===== config.mk =====
export PLATFORM = sky130hd
export DESIGN_NAME = fifo_fwft_flat
export DESIGN_NICKNAME = d
export VERILOG_FILES = /design/src/rtl/fifo_fwft_if.sv /design/src/rtl/fifo_fwft.sv /design/src/flat_wrapper.sv
export SDC_FILE = /design/constraint.sdc
export NUM_CORES = 1
export LEC_CHECK = 0
export BUFFER_PORTS_ARGS = -buffer_cell sky130_fd_sc_hd__buf_2
export CAP_MARGIN = 40
export CELL_PAD_IN_SITES_DETAIL_PLACEMENT = 1
export CELL_PAD_IN_SITES_GLOBAL_PLACEMENT = 1
export CORE_MARGIN = 3
export CORE_UTILIZATION = 48
export CTS_BUF_LIST = sky130_fd_sc_hd__clkbuf_8
export CTS_CLUSTER_SIZE = 30
export DETAILED_ROUTE_END_ITERATION = 7
export PLACE_DENSITY_LB_ADDON = 0.08
export SYNTH_ARGS = -nofsm -noshare
export SYNTH_HDL_FRONTEND = slang
export SYNTH_SLANG_ARGS = --single-unit

===== constraint.sdc =====
create_clock -name i_clk -period 3.1 [get_ports i_clk]
set_input_delay 0.31 -clock i_clk [delete_from_list [all_inputs] [get_ports i_clk]]
set_output_delay 0.31 -clock i_clk [all_outputs]
set_load 0.01 [all_outputs]

===== src/rtl/fifo_fwft_if.sv =====
// Producer/consumer handshake bundle for fifo_fwft.
// The master side drives the strobes and data; the slave (FIFO) side returns data and status.
interface fifo_fwft_if #(
  parameter int DATA_WIDTH = 16,
  parameter int DEPTH      = 8
);
  localparam int CW = $clog2(DEPTH + 1);

  logic [DATA_WIDTH-1:0] i_w_data;
  logic                  i_w_stb;
  logic                  i_r_stb;
  logic                  i_flush;
  logic                  i_clear_err;

  logic [DATA_WIDTH-1:0] o_r_data;
  logic                  o_valid;
  logic                  o_empty;
  logic                  o_full;
  logic                  o_almost_empty;
  logic                  o_almost_full;
  logic [CW-1:0]         o_count;
  logic [CW-1:0]         o_free;
  logic                  o_overflow;
  logic                  o_underflow;

  modport master (
    output i_w_data, i_w_stb, i_r_stb, i_flush, i_clear_err,
    input  o_r_data, o_valid, o_empty, o_full, o_almost_empty, o_almost_full,
           o_count, o_free, o_overflow, o_underflow
  );

  modport slave (
    input  i_w_data, i_w_stb, i_r_stb, i_flush, i_clear_err,
    output o_r_data, o_valid, o_empty, o_full, o_almost_empty, o_almost_full,
           o_count, o_free, o_overflow, o_underflow
  );
endinterface


===== src/rtl/fifo_fwft.sv =====
// First-word-fall-through synchronous FIFO: head word visible 1 cycle after the write that fills it.
// Writes to a full FIFO are dropped (sticky overflow) unless a pop happens in the same cycle.
module fifo_fwft #(
  parameter int DATA_WIDTH = 16,
  parameter int DEPTH      = 8,
  parameter int AF_THRESH  = DEPTH - 1,
  parameter int AE_THRESH  = 1
) (
  input logic        i_clk,
  input logic        i_reset_n,
  fifo_fwft_if.slave bus
);
  localparam int AW = $clog2(DEPTH);
  localparam int PW = AW + 1;
  localparam int CW = $clog2(DEPTH + 1);
  localparam logic [CW-1:0] DEPTH_C = CW'(DEPTH);
  localparam logic [CW-1:0] AF_C    = CW'(AF_THRESH);
  localparam logic [CW-1:0] AE_C    = CW'(AE_THRESH);

  typedef logic [DATA_WIDTH-1:0] word_t;

  word_t         mem_q [DEPTH];
  word_t         mem_d [DEPTH];
  logic [PW-1:0] wr_ptr_q, wr_ptr_d;
  logic [PW-1:0] rd_ptr_q, rd_ptr_d;
  logic [CW-1:0] count_q, count_d;
  logic [CW-1:0] free_q, free_d;
  logic          empty_q, empty_d;
  logic          full_q, full_d;
  logic          ae_q, ae_d;
  logic          af_q, af_d;
  logic          ovf_q, ovf_d;
  logic          unf_q, unf_d;
  logic          rd_ok, wr_ok;

  always_comb begin
    rd_ok    = bus.i_r_stb & ~empty_q;
    wr_ok    = bus.i_w_stb & (~full_q | rd_ok);
    mem_d    = mem_q;
    wr_ptr_d = wr_ptr_q;
    rd_ptr_d = rd_ptr_q;

    if (bus.i_flush) begin
      wr_ptr_d = '0;
      rd_ptr_d = '0;
    end else begin
      if (wr_ok) begin
        mem_d[wr_ptr_q[AW-1:0]] = bus.i_w_data;
        wr_ptr_d                = wr_ptr_q + 1'b1;
      end
      if (rd_ok) begin
        rd_ptr_d = rd_ptr_q + 1'b1;
      end
    end

    // Wrap bit distinguishes full (MSBs differ) from empty; the difference is the occupancy.
    count_d = CW'(wr_ptr_d - rd_ptr_d);
    empty_d = (wr_ptr_d == rd_ptr_d);
    full_d  = (wr_ptr_d[AW] != rd_ptr_d[AW]) && (wr_ptr_d[AW-1:0] == rd_ptr_d[AW-1:0]);
    ae_d    = (count_d <= AE_C);
    af_d    = (count_d >= AF_C);
    free_d  = DEPTH_C - count_d;

    // Set beats clear; a flush cycle never raises a new error.
    ovf_d = (ovf_q & ~bus.i_clear_err) | (~bus.i_flush & bus.i_w_stb & ~wr_ok);
    unf_d = (unf_q & ~bus.i_clear_err) | (~bus.i_flush & bus.i_r_stb & empty_q);
  end

  always_ff @(posedge i_clk) begin
    if (!i_reset_n) begin
      wr_ptr_q <= '0;
      rd_ptr_q <= '0;
      count_q  <= '0;
      free_q   <= DEPTH_C;
      empty_q  <= 1'b1;
      full_q   <= 1'b0;
      ae_q     <= 1'b1;
      af_q     <= 1'b0;
      ovf_q    <= 1'b0;
      unf_q    <= 1'b0;
      for (int i = 0; i < DEPTH; i++) begin
        mem_q[i] <= '0;
      end
    end else begin
      wr_ptr_q <= wr_ptr_d;
      rd_ptr_q <= rd_ptr_d;
      count_q  <= count_d;
      free_q   <= free_d;
      empty_q  <= empty_d;
      full_q   <= full_d;
      ae_q     <= ae_d;
      af_q     <= af_d;
      ovf_q    <= ovf_d;
      unf_q    <= unf_d;
      mem_q    <= mem_d;
    end
  end

  assign bus.o_r_data       = mem_q[rd_ptr_q[AW-1:0]];
  assign bus.o_valid        = ~empty_q;
  assign bus.o_empty        = empty_q;
  assign bus.o_full         = full_q;
  assign bus.o_almost_empty = ae_q;
  assign bus.o_almost_full  = af_q;
  assign bus.o_count        = count_q;
  assign bus.o_free         = free_q;
  assign bus.o_overflow     = ovf_q;
  assign bus.o_underflow    = unf_q;
endmodule


===== src/flat_wrapper.sv =====
// flat-port wrapper written by rule: the top's interface ports become plain ports
module fifo_fwft_flat 
#(
  parameter int DATA_WIDTH = 16,
  parameter int DEPTH      = 8,
  parameter int AF_THRESH  = DEPTH - 1,
  parameter int AE_THRESH  = 1
)
  (i_clk, i_reset_n, bus_i_w_data, bus_i_w_stb, bus_i_r_stb, bus_i_flush, bus_i_clear_err, bus_o_r_data, bus_o_valid, bus_o_empty, bus_o_full, bus_o_almost_empty, bus_o_almost_full, bus_o_count, bus_o_free, bus_o_overflow, bus_o_underflow);
  fifo_fwft_if #(.DATA_WIDTH(DATA_WIDTH), .DEPTH(DEPTH)) bus_i ();
  input logic i_clk;
  input logic i_reset_n;
  input wire logic [$bits(bus_i.i_w_data)-1:0] bus_i_w_data;
  input wire logic [$bits(bus_i.i_w_stb)-1:0] bus_i_w_stb;
  input wire logic [$bits(bus_i.i_r_stb)-1:0] bus_i_r_stb;
  input wire logic [$bits(bus_i.i_flush)-1:0] bus_i_flush;
  input wire logic [$bits(bus_i.i_clear_err)-1:0] bus_i_clear_err;
  output wire logic [$bits(bus_i.o_r_data)-1:0] bus_o_r_data;
  output wire logic [$bits(bus_i.o_valid)-1:0] bus_o_valid;
  output wire logic [$bits(bus_i.o_empty)-1:0] bus_o_empty;
  output wire logic [$bits(bus_i.o_full)-1:0] bus_o_full;
  output wire logic [$bits(bus_i.o_almost_empty)-1:0] bus_o_almost_empty;
  output wire logic [$bits(bus_i.o_almost_full)-1:0] bus_o_almost_full;
  output wire logic [$bits(bus_i.o_count)-1:0] bus_o_count;
  output wire logic [$bits(bus_i.o_free)-1:0] bus_o_free;
  output wire logic [$bits(bus_i.o_overflow)-1:0] bus_o_overflow;
  output wire logic [$bits(bus_i.o_underflow)-1:0] bus_o_underflow;
  assign bus_i.i_w_data = bus_i_w_data;
  assign bus_i.i_w_stb = bus_i_w_stb;
  assign bus_i.i_r_stb = bus_i_r_stb;
  assign bus_i.i_flush = bus_i_flush;
  assign bus_i.i_clear_err = bus_i_clear_err;
  assign bus_o_r_data = bus_i.o_r_data;
  assign bus_o_valid = bus_i.o_valid;
  assign bus_o_empty = bus_i.o_empty;
  assign bus_o_full = bus_i.o_full;
  assign bus_o_almost_empty = bus_i.o_almost_empty;
  assign bus_o_almost_full = bus_i.o_almost_full;
  assign bus_o_count = bus_i.o_count;
  assign bus_o_free = bus_i.o_free;
  assign bus_o_overflow = bus_i.o_overflow;
  assign bus_o_underflow = bus_i.o_underflow;
  fifo_fwft #(.DATA_WIDTH(DATA_WIDTH), .DEPTH(DEPTH), .AF_THRESH(AF_THRESH), .AE_THRESH(AE_THRESH)) u_core (.i_clk(i_clk), .i_reset_n(i_reset_n), .bus(bus_i));
endmodule

After elaboration in Yosys (flattened, before gate mapping)
Cells that the tools add are included.
{"block": "word_totals", "reg_bits": 150, "in_bits": 22, "out_inout_bits": 31, "word_cells": 61}
{"block": "op_classes", "n_addsub": 4, "order_cmp": 5, "n_eq_ne": 3, "n_mux": 10, "n_bitwise": 18, "reduce_logical": 3}
{"op": "128-bit bitwise mux", "n": 1}
{"op": "16-bit binary-select mux with 3-bit select", "n": 1}
{"op": "16-bit demux with 3-bit select", "n": 1}
{"op": "16-bit two-way mux", "n": 3}
{"op": "4-bit two-way mux", "n": 4}
{"op": "4-bit by 1-bit adder with 4-bit output, second input constant", "n": 2}
{"op": "1-bit bitwise AND", "n": 8}
{"op": "4-bit greater-or-equal comparator, second input constant", "n": 2}
{"op": "3-bit inverter with 4-bit output", "n": 2}
{"op": "1-bit inverter", "n": 5}
{"op": "4-bit == test", "n": 1}
{"op": "4-bit by 3-bit greater-or-equal comparator with 1-bit output, second input constant", "n": 1}
{"op": "4-bit by 1-bit less-or-equal comparator with 1-bit output, second input constant", "n": 1}
{"op": "4-bit by 1-bit less-than comparator with 1-bit output, second input constant", "n": 1}
{"op": "4-bit subtractor", "n": 1}
{"op": "4-bit subtractor, first input constant", "n": 1}
{"op": "3-bit == test", "n": 1}
{"op": "1-bit bitwise OR", "n": 3}
{"op": "1-bit logical AND", "n": 2}
{"op": "2-bit AND reduction", "n": 1}
{"op": "1-bit != test", "n": 1}

Logic depth before layout (Yosys ltp)
{"block": "logic_depth", "word_depth": 8, "depth_mapped": 15, "mapped_depth_nobuf": 14}

Least setup slack after synthesis
OpenSTA, ideal clock, no wires.
{"block": "synth_path", "path_type": "reg-to-reg", "start": "reg u_core.empty_q (netlist: u_core.bus.o_empty)", "end": "reg u_core.free_q[3] (netlist: u_core.bus.o_free[3])", "setup_ns": 0.072, "t_arrival_ns": 2.854, "required_time_ns": 3.028, "path_slack_ns": 0.174, "path_stages_with_launch": 16, "n_path_buf": 1, "synth_period_minus_slack_ns": 2.926, "cell_sequence": "dfxtp_1 -> nand2b_4 -> nand2_1 -> and2_1 -> buf_2 -> nand2_1 -> xor2_1 -> nor2_1 -> ha_1 -> a21o_1 -> a31oi_1 -> nor2_1 -> mux2i_1 -> nor2_1 -> a211oi_2 -> mux2i_1"}
{"block": "synth_between", "elab_chain_len": 8, "word_cells_on_any_way": 10, "classes_between": "add/sub (2); mux (4); bitwise (4)"}
{"item": "from (decl)", "line": "fifo_fwft.sv:28", "rtl": "logic empty_q, empty_d;"}
{"item": "from (signal assigned)", "line": "fifo_fwft.sv:89", "rtl": "empty_q <= empty_d;"}
{"item": "1-bit inverter", "line": "fifo_fwft.sv:37", "rtl": "rd_ok = bus.i_r_stb & ~empty_q;"}
{"item": "1-bit bitwise AND", "line": "fifo_fwft.sv:37"}
{"item": "1-bit bitwise OR", "line": "fifo_fwft.sv:38", "rtl": "wr_ok = bus.i_w_stb & (~full_q | rd_ok);"}
{"item": "1-bit bitwise AND", "line": "fifo_fwft.sv:38"}
{"item": "4-bit two-way mux", "line": "fifo_fwft.sv:47", "rtl": "if (wr_ok) begin"}
{"item": "4-bit two-way mux", "line": "fifo_fwft.sv:43", "rtl": "if (bus.i_flush) begin"}
{"item": "net u_core.wr_ptr_d[2]", "line": "fifo_fwft.sv:24", "rtl": "logic [PW-1:0] wr_ptr_q, wr_ptr_d;"}
{"item": "4-bit subtractor", "line": "fifo_fwft.sv:57", "rtl": "count_d = CW'(wr_ptr_d - rd_ptr_d);"}
{"item": "4-bit subtractor", "line": "fifo_fwft.sv:62", "rtl": "free_d = DEPTH_C - count_d;"}
{"item": "to (signal assigned)", "line": "fifo_fwft.sv:88", "rtl": "free_q <= free_d;"}
{"item": "to (decl)", "line": "fifo_fwft.sv:27", "rtl": "logic [CW-1:0] free_q, free_d;"}
The timed path passes the listed nets, and every way through them passes these cells.
A chain may end at the register's enable or synchronous reset.

Worst setup path in the final report
Ends and elaborated chain as after synthesis.

==> out/results.ini <==
[outcome]
status=complete, no violations

[floorplanning]
die_h_um=123
die_area_um2=15200
pin_count=53
core_um2=13300
initial_utilization_pct=49.6
rows=42
fp.dieW_um=123

[detailed_routing]
routedWlPerCell_um=20.5
via_count=5373
vias_per_cell=5.61
antenna_left=0
drc=0
dr.pass1.iters=4
drt-initial-drc-count=397
wl_um=19600

[timing]
max-slew-margin-rel_pct=40.9
clock.fmax_mhz=345
timing.setup.tns_ns=0
fin_crit_ns=2.90
drv_slew=0
setup_viol=0
fin_crit_sh_pct=93.5
hold_violations=0
skew_ns=0.0134
fin_ws_ns=0.203
tightest_slew_ns=0.884

[grt]
grt_max_degree=112
grt_pass1_vias=5629
gr-total-overflow=0
track_usage_pct=27.4
grt_pass1_wl_um=31000
grt_antenna_before_repair=0

[logic_synthesis]
synth_nets=776
synthDistinctLibCells=44
synth_edf_count=0
synth_top_area_cell=dfxtp_1
synth_warnings=0
synth_area_leaders=dfxtp_1, nand2_1, mux4_2
synthesis.area_um2=6620
synth_seq_cells=149
synth.yosys.seq_area_share_pct=45.1
syn_inst=744
synthFlopType=dfxtp_1
async_reset_ff_share_pct=0
synth.avg_cell_area_um2=8.90
synth_top_area_share_pct=45.1

[clocking]
clk_latency_ns=0.47
cts-buffers-inserted=17
cts_tree=done
clk_pin_slew_ns=0.09
cts_sinks=149
cts-root-buf=clkbuf_8
cts_max_level=4
clock_path_buffers=2

[critical_path]
criticalPathCategory=register to register
crit_required_ns=3.50
worstSetupEndpointType=register
critPathLaunch=u_core.bus.o_empty
critPathArrivalTime_ns=3.29
cp_max_fo=6
start_kind=register
reg2reg_from=u_core.bus.o_empty

[pwr]
leakage_nw=2.79
max-vdd-ir-drop_uv=332
power_density_nw_per_um2=521
total_power_w=0.00386

[place]
place.gp.congestion=0.831
hpwlAfterDp_um=12300
place_ws_ns=0.0916
io_buffers=52

[worst_hold_path]
min-delay-start=bus_i_w_data[7]
hp-class=input pin to register

[finish]
area_growth_syn_to_layout_pct=11.8
diodes=0
finalNetCount=801
drive_gt1_share_pct=22.0

[job]
cap_violations=0

-- sequential cells by signal, indices dropped and copies added (netlist names) --
name,cells
u_core.bus.o_almost_empty,1
u_core.bus.o_almost_full,1
u_core.bus.o_count,3
u_core.bus.o_empty,1
u_core.bus.o_free,4
u_core.bus.o_full,1
u_core.bus.o_overflow,1
u_core.bus.o_underflow,1
u_core.mem_q,128
u_core.rd_ptr_q,4
u_core.wr_ptr_q,4
-- final timing paths --
kind / end / slack [ns] / cells after the start
setup / recovery: u_core.bus.o_free[3] / 0.20 / 14
hold / removal: u_core.mem_q[39] / 0.15 / 3
setup reg to reg: u_core.bus.o_free[3] / 0.20 / 14
hold reg to reg: u_core.mem_q[69] / 0.46 / 2
-- power by group --
group | switching [W] | internal [W]
clock network | 0.000749 | 0.000893
logic | 0.000170 | 0.0000941
registers | 0.0000127 | 0.00194
-- final cells by class --
type | count | area, um^2
inverters | 7 | 28.8
well taps | 176 | 220
repair buffers | 73 | 438
clock buffers | 18 | 248
flip-flops and latches | 149 | 2990
fillers | 1603 | 5950
clock inverters | 14 | 185
multi-input cells | 521 | 3300
-- cell usage after synthesis, drive strengths merged (4+ instances only) --
master and number:
and2 4, mux2i 19, clkbuf 45, inv 7, dfxtp 149, nor2 43
mux2 16, xnor2 4, nand2 236, xor2 5, nand2b 4, nand3 6
a21oi 116, buf 22, ha 9, nor3 8, mux4 32
-- per-layer routing --
layer / track usage [%] / vias up / wire (um)
met5: 0 / - / 0
met4: 7.54 / 0 / 302
met3: 5.63 / 21 / 1100
met2: 46.4 / 118 / 9840
met1: 35.7 / 2713 / 8360
li1: - / 2521 / -
-- what timing repair did --
item	4_1_cts	5_1_grt
endpoints found under the setup margin	0	4
setup buffers	0	0
gates resized for setup	0	3
endpoints found under the hold margin	0	0
hold buffers	0	0
-- metrics by stage --
step | instance area, um^2 | hold slack (ns) | util [%] | instances
after floorplan | 6620 | 0.386 | - | 744
after global routing | 7400 | 0.127 | 55.5 | 958
after CTS | 7390 | 0.116 | 55.4 | 958
final | 7400 | 0.146 | 55.5 | 958
after global placement | 6940 | 0.439 | 52.0 | 925
after detailed placement | 6960 | 0.447 | 52.1 | 926
-- logic make-up after synthesis --
logic type      share of synthesized area (%)
simple gates                             20.1
flops                                    45.1
compound gates                           9.77
buf+inv                                  5.25
mux                                      16.5
fa+ha+maj                                2.00
xor+xnor                                 1.30
-- critical path, cell delays in order (launching register included) --
cell and delay [ns]:
dfxtp_2 0.39, nand2b_4 0.16, nand2_1 0.08, and2_2 0.26, nand2_1 0.10, xor2_1 0.20
nor2_1 0.07, ha_1 0.35, a21o_1 0.21, a31oi_1 0.20, nor2_1 0.09, mux2i_1 0.15
nor2_1 0.09, a211oi_4 0.28, mux2i_1 0.21
-- layout by cell type, fill, tap and decap left out, drive strengths merged --
cell type	synthesis	final
a211oi	1	1
a21o	3	3
a21oi	116	116
a31oi	1	1
and2	4	4
and3	1	1
buf	22	73
bufinv	0	4
clkbuf	45	18
clkinv	0	6
clkinvlp	0	1
dfxtp	149	149
fa	1	1
ha	9	9
inv	7	10
mux2	16	16
mux2i	19	19
mux4	32	32
nand2	236	236
nand2b	4	4
nand3	6	6
nand3b	1	1
nand4	3	3
nor2	43	43
nor2b	1	1
nor3	8	8
nor3b	1	1
nor4	1	1
o21ai	2	2
or2	3	3
xnor2	4	4
xor2	5	5
Power figures use the tool's default switching activity.
